==> config.mk <==
export PLATFORM = sky130hd
export DESIGN_NAME = regfile_wb_arbiter_flat
export DESIGN_NICKNAME = d
export VERILOG_FILES = /design/src/rtl/regfile_pkg.sv /design/src/rtl/regfile_wb_arbiter_if.sv /design/src/rtl/wb_slot.sv /design/src/rtl/regfile_wb_arbiter.sv /design/src/flat_wrapper.sv
export SDC_FILE = /design/constraint.sdc
export NUM_CORES = 1
export LEC_CHECK = 0
export BUFFER_PORTS_ARGS = -buffer_cell sky130_fd_sc_hd__clkbuf_2
export CORE_ASPECT_RATIO = 0.9
export CORE_UTILIZATION = 55
export CTS_BUF_LIST = sky130_fd_sc_hd__clkbuf_16
export CTS_CLUSTER_DIAMETER = 30
export CTS_CLUSTER_SIZE = 14
export DETAILED_ROUTE_END_ITERATION = 8
export GPL_TIMING_DRIVEN = 0
export PLACE_DENSITY = 0.87
export SLEW_MARGIN = 20
export SYNTH_ARGS = -nofsm -noshare
export SYNTH_HDL_FRONTEND = slang
export SYNTH_SLANG_ARGS = --single-unit
==> constraint.sdc <==
create_clock -name clk -period 3.55 [get_ports clk]
set_clock_uncertainty 0.05 [all_clocks]
set_input_delay 0.1775 -clock clk [delete_from_list [all_inputs] [get_ports clk]]
set_output_delay 0.1775 -clock clk [all_outputs]
set_load 0.01 [all_outputs]
==> src/rtl/regfile_pkg.sv <==
// Shared widths and enumerations for the register-file writeback arbiter.
package regfile_pkg;

   localparam int DW_DEF = 32;
   localparam int AW_DEF = 5;

   typedef enum logic [1:0] {
      GNT_NONE = 2'd0,
      GNT_A    = 2'd1,
      GNT_B    = 2'd2
   } gnt_e;

   typedef enum logic {
      PTR_A = 1'b0,
      PTR_B = 1'b1
   } ptr_e;

endpackage

==> src/rtl/regfile_wb_arbiter_if.sv <==
// Writeback requester bus, register-file write port and read-hazard flags.
interface regfile_wb_arbiter_if
   import regfile_pkg::*;
#(
   parameter int DW = DW_DEF,
   parameter int AW = AW_DEF
) ();

   logic          a_valid;
   logic [AW-1:0] a_wn;
   logic [DW-1:0] a_d;
   logic          a_ready;

   logic          b_valid;
   logic [AW-1:0] b_wn;
   logic [DW-1:0] b_d;
   logic          b_ready;

   logic          we;
   logic [AW-1:0] wn;
   logic [DW-1:0] d;

   logic [AW-1:0] rna;
   logic [AW-1:0] rnb;
   logic          pend_a;
   logic          pend_b;

   logic          idle;

   modport slave (
      input  a_valid, a_wn, a_d, b_valid, b_wn, b_d, rna, rnb,
      output a_ready, b_ready, we, wn, d, pend_a, pend_b, idle
   );

   modport master (
      output a_valid, a_wn, a_d, b_valid, b_wn, b_d, rna, rnb,
      input  a_ready, b_ready, we, wn, d, pend_a, pend_b, idle
   );

endinterface

==> src/rtl/wb_slot.sv <==
// One-deep pending write buffer for a single requester. Accepts a new
// request whenever empty or when its current entry is granted this cycle.
module wb_slot
   import regfile_pkg::*;
#(
   parameter int DW = DW_DEF,
   parameter int AW = AW_DEF
) (
   input  logic          clk,
   input  logic          clrn,
   input  logic          valid,
   input  logic [AW-1:0] wn_in,
   input  logic [DW-1:0] d_in,
   input  logic          grant,
   output logic          ready,
   output logic          occ,
   output logic [AW-1:0] wn,
   output logic [DW-1:0] d
);

   logic          occ_q, occ_d;
   logic [AW-1:0] wn_q, wn_d;
   logic [DW-1:0] d_q, d_d;
   logic          load;

   // Load on handshake; a granted entry reloaded at the same edge keeps the new request.
   always_comb begin
      ready = !occ_q || grant;
      load  = valid && ready;
      occ_d = load || (occ_q && !grant);
      wn_d  = load ? wn_in : wn_q;
      d_d   = load ? d_in  : d_q;
   end

   // Entry storage.
   always_ff @(posedge clk or negedge clrn) begin
      if (!clrn) begin
         occ_q <= 1'b0;
         wn_q  <= '0;
         d_q   <= '0;
      end else begin
         occ_q <= occ_d;
         wn_q  <= wn_d;
         d_q   <= d_d;
      end
   end

   assign occ = occ_q;
   assign wn  = wn_q;
   assign d   = d_q;

endmodule

==> src/rtl/regfile_wb_arbiter.sv <==
// Two-requester writeback arbiter in front of a register file whose single
// write port is sampled on negedge clk.
//
// Round-robin pointer states:
//   state | meaning
//   PTR_A | A wins when both entries are occupied
//   PTR_B | B wins when both entries are occupied
module regfile_wb_arbiter
   import regfile_pkg::*;
#(
   parameter int DW = DW_DEF,
   parameter int AW = AW_DEF
) (
   input  logic                  clk,
   input  logic                  clrn,
   regfile_wb_arbiter_if.slave   bus
);

   logic          occ_a, occ_b;
   logic [AW-1:0] wn_a, wn_b;
   logic [DW-1:0] d_a, d_b;

   gnt_e          gnt;
   ptr_e          ptr_q, ptr_d;

   logic          we_q, we_d;
   logic [AW-1:0] wn_q, wn_d;
   logic [DW-1:0] d_q, d_d;

   logic [AW-1:0] sel_wn;
   logic [DW-1:0] sel_d;

   wb_slot #(.DW(DW), .AW(AW)) u_slot_a (
      .clk   (clk),
      .clrn  (clrn),
      .valid (bus.a_valid),
      .wn_in (bus.a_wn),
      .d_in  (bus.a_d),
      .grant (gnt == GNT_A),
      .ready (bus.a_ready),
      .occ   (occ_a),
      .wn    (wn_a),
      .d     (d_a)
   );

   wb_slot #(.DW(DW), .AW(AW)) u_slot_b (
      .clk   (clk),
      .clrn  (clrn),
      .valid (bus.b_valid),
      .wn_in (bus.b_wn),
      .d_in  (bus.b_d),
      .grant (gnt == GNT_B),
      .ready (bus.b_ready),
      .occ   (occ_b),
      .wn    (wn_b),
      .d     (d_b)
   );

   // Grant selection and pointer next state; pointer only moves on a grant.
   always_comb begin
      gnt    = GNT_NONE;
      ptr_d  = ptr_q;
      sel_wn = wn_a;
      sel_d  = d_a;
      if (occ_a && occ_b) begin
         gnt = (ptr_q == PTR_A) ? GNT_A : GNT_B;
      end else if (occ_a) begin
         gnt = GNT_A;
      end else if (occ_b) begin
         gnt = GNT_B;
      end
      if (gnt == GNT_A) begin
         ptr_d = PTR_B;
      end else if (gnt == GNT_B) begin
         ptr_d  = PTR_A;
         sel_wn = wn_b;
         sel_d  = d_b;
      end
   end

   // Output stage next values; a grant to r0 is consumed but never writes.
   always_comb begin
      we_d = 1'b0;
      wn_d = wn_q;
      d_d  = d_q;
      if (gnt != GNT_NONE) begin
         we_d = (sel_wn != '0);
         wn_d = sel_wn;
         d_d  = sel_d;
      end
   end

   // Pointer and registered write port.
   always_ff @(posedge clk or negedge clrn) begin
      if (!clrn) begin
         ptr_q <= PTR_A;
         we_q  <= 1'b0;
         wn_q  <= '0;
         d_q   <= '0;
      end else begin
         ptr_q <= ptr_d;
         we_q  <= we_d;
         wn_q  <= wn_d;
         d_q   <= d_d;
      end
   end

   // Read-hazard flags against buffered entries and the issuing write.
   always_comb begin
      bus.pend_a = (bus.rna != '0) &&
                   ((occ_a && (wn_a == bus.rna)) ||
                    (occ_b && (wn_b == bus.rna)) ||
                    (we_q  && (wn_q == bus.rna)));
      bus.pend_b = (bus.rnb != '0) &&
                   ((occ_a && (wn_a == bus.rnb)) ||
                    (occ_b && (wn_b == bus.rnb)) ||
                    (we_q  && (wn_q == bus.rnb)));
   end

   assign bus.we   = we_q;
   assign bus.wn   = wn_q;
   assign bus.d    = d_q;
   assign bus.idle = !occ_a && !occ_b && !we_q;

endmodule

==> src/flat_wrapper.sv <==
// flat-port wrapper written by rule: the top's interface ports become plain ports
module regfile_wb_arbiter_flat import regfile_pkg::*;
#(
   parameter int DW = DW_DEF,
   parameter int AW = AW_DEF
)
  (clk, clrn, bus_a_valid, bus_a_wn, bus_a_d, bus_b_valid, bus_b_wn, bus_b_d, bus_rna, bus_rnb, bus_a_ready, bus_b_ready, bus_we, bus_wn, bus_d, bus_pend_a, bus_pend_b, bus_idle);
  regfile_wb_arbiter_if #(.DW(DW), .AW(AW)) bus_i ();
  input  logic clk;
  input  logic clrn;
  input wire logic [$bits(bus_i.a_valid)-1:0] bus_a_valid;
  input wire logic [$bits(bus_i.a_wn)-1:0] bus_a_wn;
  input wire logic [$bits(bus_i.a_d)-1:0] bus_a_d;
  input wire logic [$bits(bus_i.b_valid)-1:0] bus_b_valid;
  input wire logic [$bits(bus_i.b_wn)-1:0] bus_b_wn;
  input wire logic [$bits(bus_i.b_d)-1:0] bus_b_d;
  input wire logic [$bits(bus_i.rna)-1:0] bus_rna;
  input wire logic [$bits(bus_i.rnb)-1:0] bus_rnb;
  output wire logic [$bits(bus_i.a_ready)-1:0] bus_a_ready;
  output wire logic [$bits(bus_i.b_ready)-1:0] bus_b_ready;
  output wire logic [$bits(bus_i.we)-1:0] bus_we;
  output wire logic [$bits(bus_i.wn)-1:0] bus_wn;
  output wire logic [$bits(bus_i.d)-1:0] bus_d;
  output wire logic [$bits(bus_i.pend_a)-1:0] bus_pend_a;
  output wire logic [$bits(bus_i.pend_b)-1:0] bus_pend_b;
  output wire logic [$bits(bus_i.idle)-1:0] bus_idle;
  assign bus_i.a_valid = bus_a_valid;
  assign bus_i.a_wn = bus_a_wn;
  assign bus_i.a_d = bus_a_d;
  assign bus_i.b_valid = bus_b_valid;
  assign bus_i.b_wn = bus_b_wn;
  assign bus_i.b_d = bus_b_d;
  assign bus_i.rna = bus_rna;
  assign bus_i.rnb = bus_rnb;
  assign bus_a_ready = bus_i.a_ready;
  assign bus_b_ready = bus_i.b_ready;
  assign bus_we = bus_i.we;
  assign bus_wn = bus_i.wn;
  assign bus_d = bus_i.d;
  assign bus_pend_a = bus_i.pend_a;
  assign bus_pend_b = bus_i.pend_b;
  assign bus_idle = bus_i.idle;
  regfile_wb_arbiter #(.DW(DW), .AW(AW)) u_core (.clk(clk), .clrn(clrn), .bus(bus_i));
endmodule
==> run metrics <==
Arr. time, crit path 2.61 ns; Tightest Pin Transition ~0.58 ns; Core Region 9290 sq um; Max clock buf depth 2; worst hold path class primary input to async pin; final setup fails 0; flop2flop setup slack 1.14 ns; Worst Path Required 3.75 ns; Syn Area/Cell 13.7 sq um; DIE HEIGHT 95.8 um; Synth top area share 53.6%; first-pass GRT wire length about 23 mm; I/O pin total 131; CP Capture Type flop; status completed; Buffers on Ports 130; DRT Wirelength 14.2 mm; H-tree depth 4; Switch Pwr between 2000 and 3000 uW; post-synthesis compound-gate area fraction 4.05%; sequential share of power a little over a third; dpl hpwl approximately 8.3 mm; Synth area leader dfrtp_1; Hold Vio Cnt, Final 0; CP Max Fanout 10; routability cong. 0.866; Post-Syn Nets between 400 and 500; RSZ-0062 raised after global routing no; fin crit share 68.0%; fmax 0.414 GHz; Sink Count 115; synthesized area between 5000 and 6000 sq um; n_diodes 0; Reg2Reg Depth 10; CTS tree yes; Placed Cells 646; largest family of logic cells by synthesized area multiplexers; Rows 33; max-cap violation count 0; worst reg2reg endpoint u_core.bus.d[23]$_DFFE_PN0P_; EDFF count, synth 0; via count of the first global-routing pass 4,363; CTS Buf Count 17; critical path class flop to flop; synth unique cells 33; initial cell density of the core approximately 58%; clock power share between 20% and 30%; Tot Pwr ~7500 uW; Final ANT Viol Nets 0; CTS root buf clkbuf_16; setup TNS 0 ns; # fillers 523; Die Span X between 100 and 150 um; grt total ovfl 0; Syn. warnings 0; PwrDens 991 nW/um^2; adder-cell share of the synthesized area 0.699%; Slew Limit Headroom 61.2%; mux contribution to synthesized area 25.9%; async set or reset register ratio after synthesis 100%; r2r startpoint u_core.u_slot_a.occ$_DFF_PN0_; layout cell share with drive strength beyond 1 39.5%; Clock transition at path regs around 0.060 ns; routed len/inst around 19 um; DR vias 4,014; final non-filler cell total approximately 760; Syn Inst Count ~390; Synth Flop Type dfrtp_1; Vias/cell ~5.3; Int Pwr roughly 4700 uW; Post-Synth XOR/XNOR Area 4.89%; Total GRT Usage approximately 30%; leading post-synthesis cells by cell area dfrtp_1 (54%), mux2_4 (14%), mux2i_1 (6.9%), mux2_2 (5.0%), xor2_1 (3.9%); synthesized flop and latch total roughly 120; CP startpoint kind flop; drt pass-1 iters 5; die area 10,200 sq um; pin count of the biggest net entering global routing 64; LEAKAGE 0.00359 uW; DRT iter0 DRCs 205; fin. max-slew vios 0; later-pin clock latency in the skew report 0.40 ns; Residual DRC 0; sequential fraction of the synthesis area about 54%; Sw Ratio 36.5%; Comb power frac between 40 and 50%; min Tclk post-route 2.41 ns; NumNets Final ~710; Layout area overhead 40.1%; simple logic cell fraction of the synthesized area 6.52%; peak supply drop 607 uV; initial antenna violation count 0
-- worst max-delay path, cell delays in order (launching register included) --
cell	delay, ns
dfrtp_1	0.52
inv_1	0.07
o21ai_0	0.35
inv_1	0.10
ha_1	0.22
nor2b_2	0.15
buf_6	0.12
buf_12	0.14
buf_12	0.15
mux2i_1	0.24
o21ai_1	0.13
-- synth_stat cells, types with 4 or more instances --
cell / n
mux2_4: 50
mux2_2: 24
xnor2_1: 6
mux2i_1: 37
dfrtp_1: 115
nor4_1: 7
clkbuf_1: 7
o21ai_1: 9
nand2_1: 41
inv_1: 4
o21ai_0: 30
xor2_1: 24
buf_12: 7
-- sequential cells by signal, indices dropped and copies added (netlist names) --
signal / cells
u_core.u_slot_a.d: 32
u_core.bus.we: 1
u_core.u_slot_b.wn: 5
u_core.bus.wn: 5
u_core.bus.d: 32
u_core.u_slot_b.occ: 1
u_core.u_slot_a.occ: 1
u_core.u_slot_b.d: 32
u_core.ptr_q: 1
u_core.u_slot_a.wn: 5
-- layout by cell type (no fill, tap or decap), types with 4 or more instances in the layout --
cell	instances
clkinvlp_4	4
o21ai_0	30
mux2_4	50
dfrtp_1	115
xnor2_1	6
buf_12	7
clkbuf_16	17
nor4_1	7
inv_1	6
o21ai_1	9
mux2i_1	37
clkbuf_2	129
xor2_1	24
clkbuf_1	7
nand2_1	41
mux2_2	24
dlygate4sd3_1	77
-- per-layer routing --
metal,GRT usage [%],routed length [um]
met1,36.2,5730
met2,51.8,7270
met3,7.31,815
met4,13.3,351
met5,0,0
-- per-stage QoR --
step | setup slack (ns) | hold WS, ns | instance area, sq um | utilization [%]
after global routing | 1.05 | 0.284 | 7530 | 81.0
after floorplan | 1.52 | -0.168 | 5370 | -
after CTS | 1.15 | 0.240 | 7530 | 81.0
after detailed placement | 1.21 | 0.110 | 6210 | 66.9
after global placement | 0.730 | 0.360 | 6180 | 66.5
final | 1.14 | 0.248 | 7530 | 81.0
-- power by group through the flow --
stage | registers, uW | logic (uW) | clock network [uW]
floorplan | 2500 | 2280 | 0
global placement | 2520 | 3030 | 0
detailed placement | 2560 | 3150 | 0
CTS | 2560 | 3250 | 1560
global route | 2660 | 3580 | 1640
finish | 2600 | 3310 | 1550
-- cells by family (layout without fill, tap and decap cells) --
kind of cell	Yosys count	count (layout)
flops	115	115
mux	111	111
simple gates	69	69
fa+ha+maj	3	3
compound gates	42	42
buf+inv	23	263
xor+xnor	30	30
-- timing repair --
item | CTS | global route
hold endpoints to repair | 128 | 0
gates resized for setup | 0 | 0
buffers inserted | 0 | 0
hold buffers | 77 | 0
-- final cells by class --
cell class | instances | area [sq um] | area share [%]
timing repair buffer | 208 | 1460 | 19.4
clock buffer | 17 | 425 | 5.65
tap | 122 | 153 | 2.03
clock inverter | 15 | 120 | 1.60
multi-input combinational | 255 | 2260 | 30.0
inverter | 4 | 15.0 | 0.199
buffer | 19 | 220 | 2.93
sequential | 115 | 2880 | 38.2
-- how the worst max path moves through the flow --
stage                                        startpoint                                end  slack (ns)  cells past startpoint
after floorplan           u_core.u_slot_a.occ$_DFF_PN0_  u_core.u_slot_b.d[25]$_DFFE_PN0P_        1.52                      8
after global placement                             clrn  u_core.u_slot_a.wn[2]$_DFFE_PN0P_        0.73                      1
after detailed placement  u_core.u_slot_a.occ$_DFF_PN0_  u_core.u_slot_b.d[27]$_DFFE_PN0P_        1.21                      8
after CTS                 u_core.u_slot_a.occ$_DFF_PN0_  u_core.u_slot_b.wn[0]$_DFFE_PN0P_        1.15                      8
after global routing      u_core.u_slot_a.occ$_DFF_PN0_       u_core.bus.d[23]$_DFFE_PN0P_        1.05                      7
final                     u_core.u_slot_a.occ$_DFF_PN0_       u_core.bus.d[23]$_DFFE_PN0P_        1.14                     10
Power figures use the tool's default switching activity.
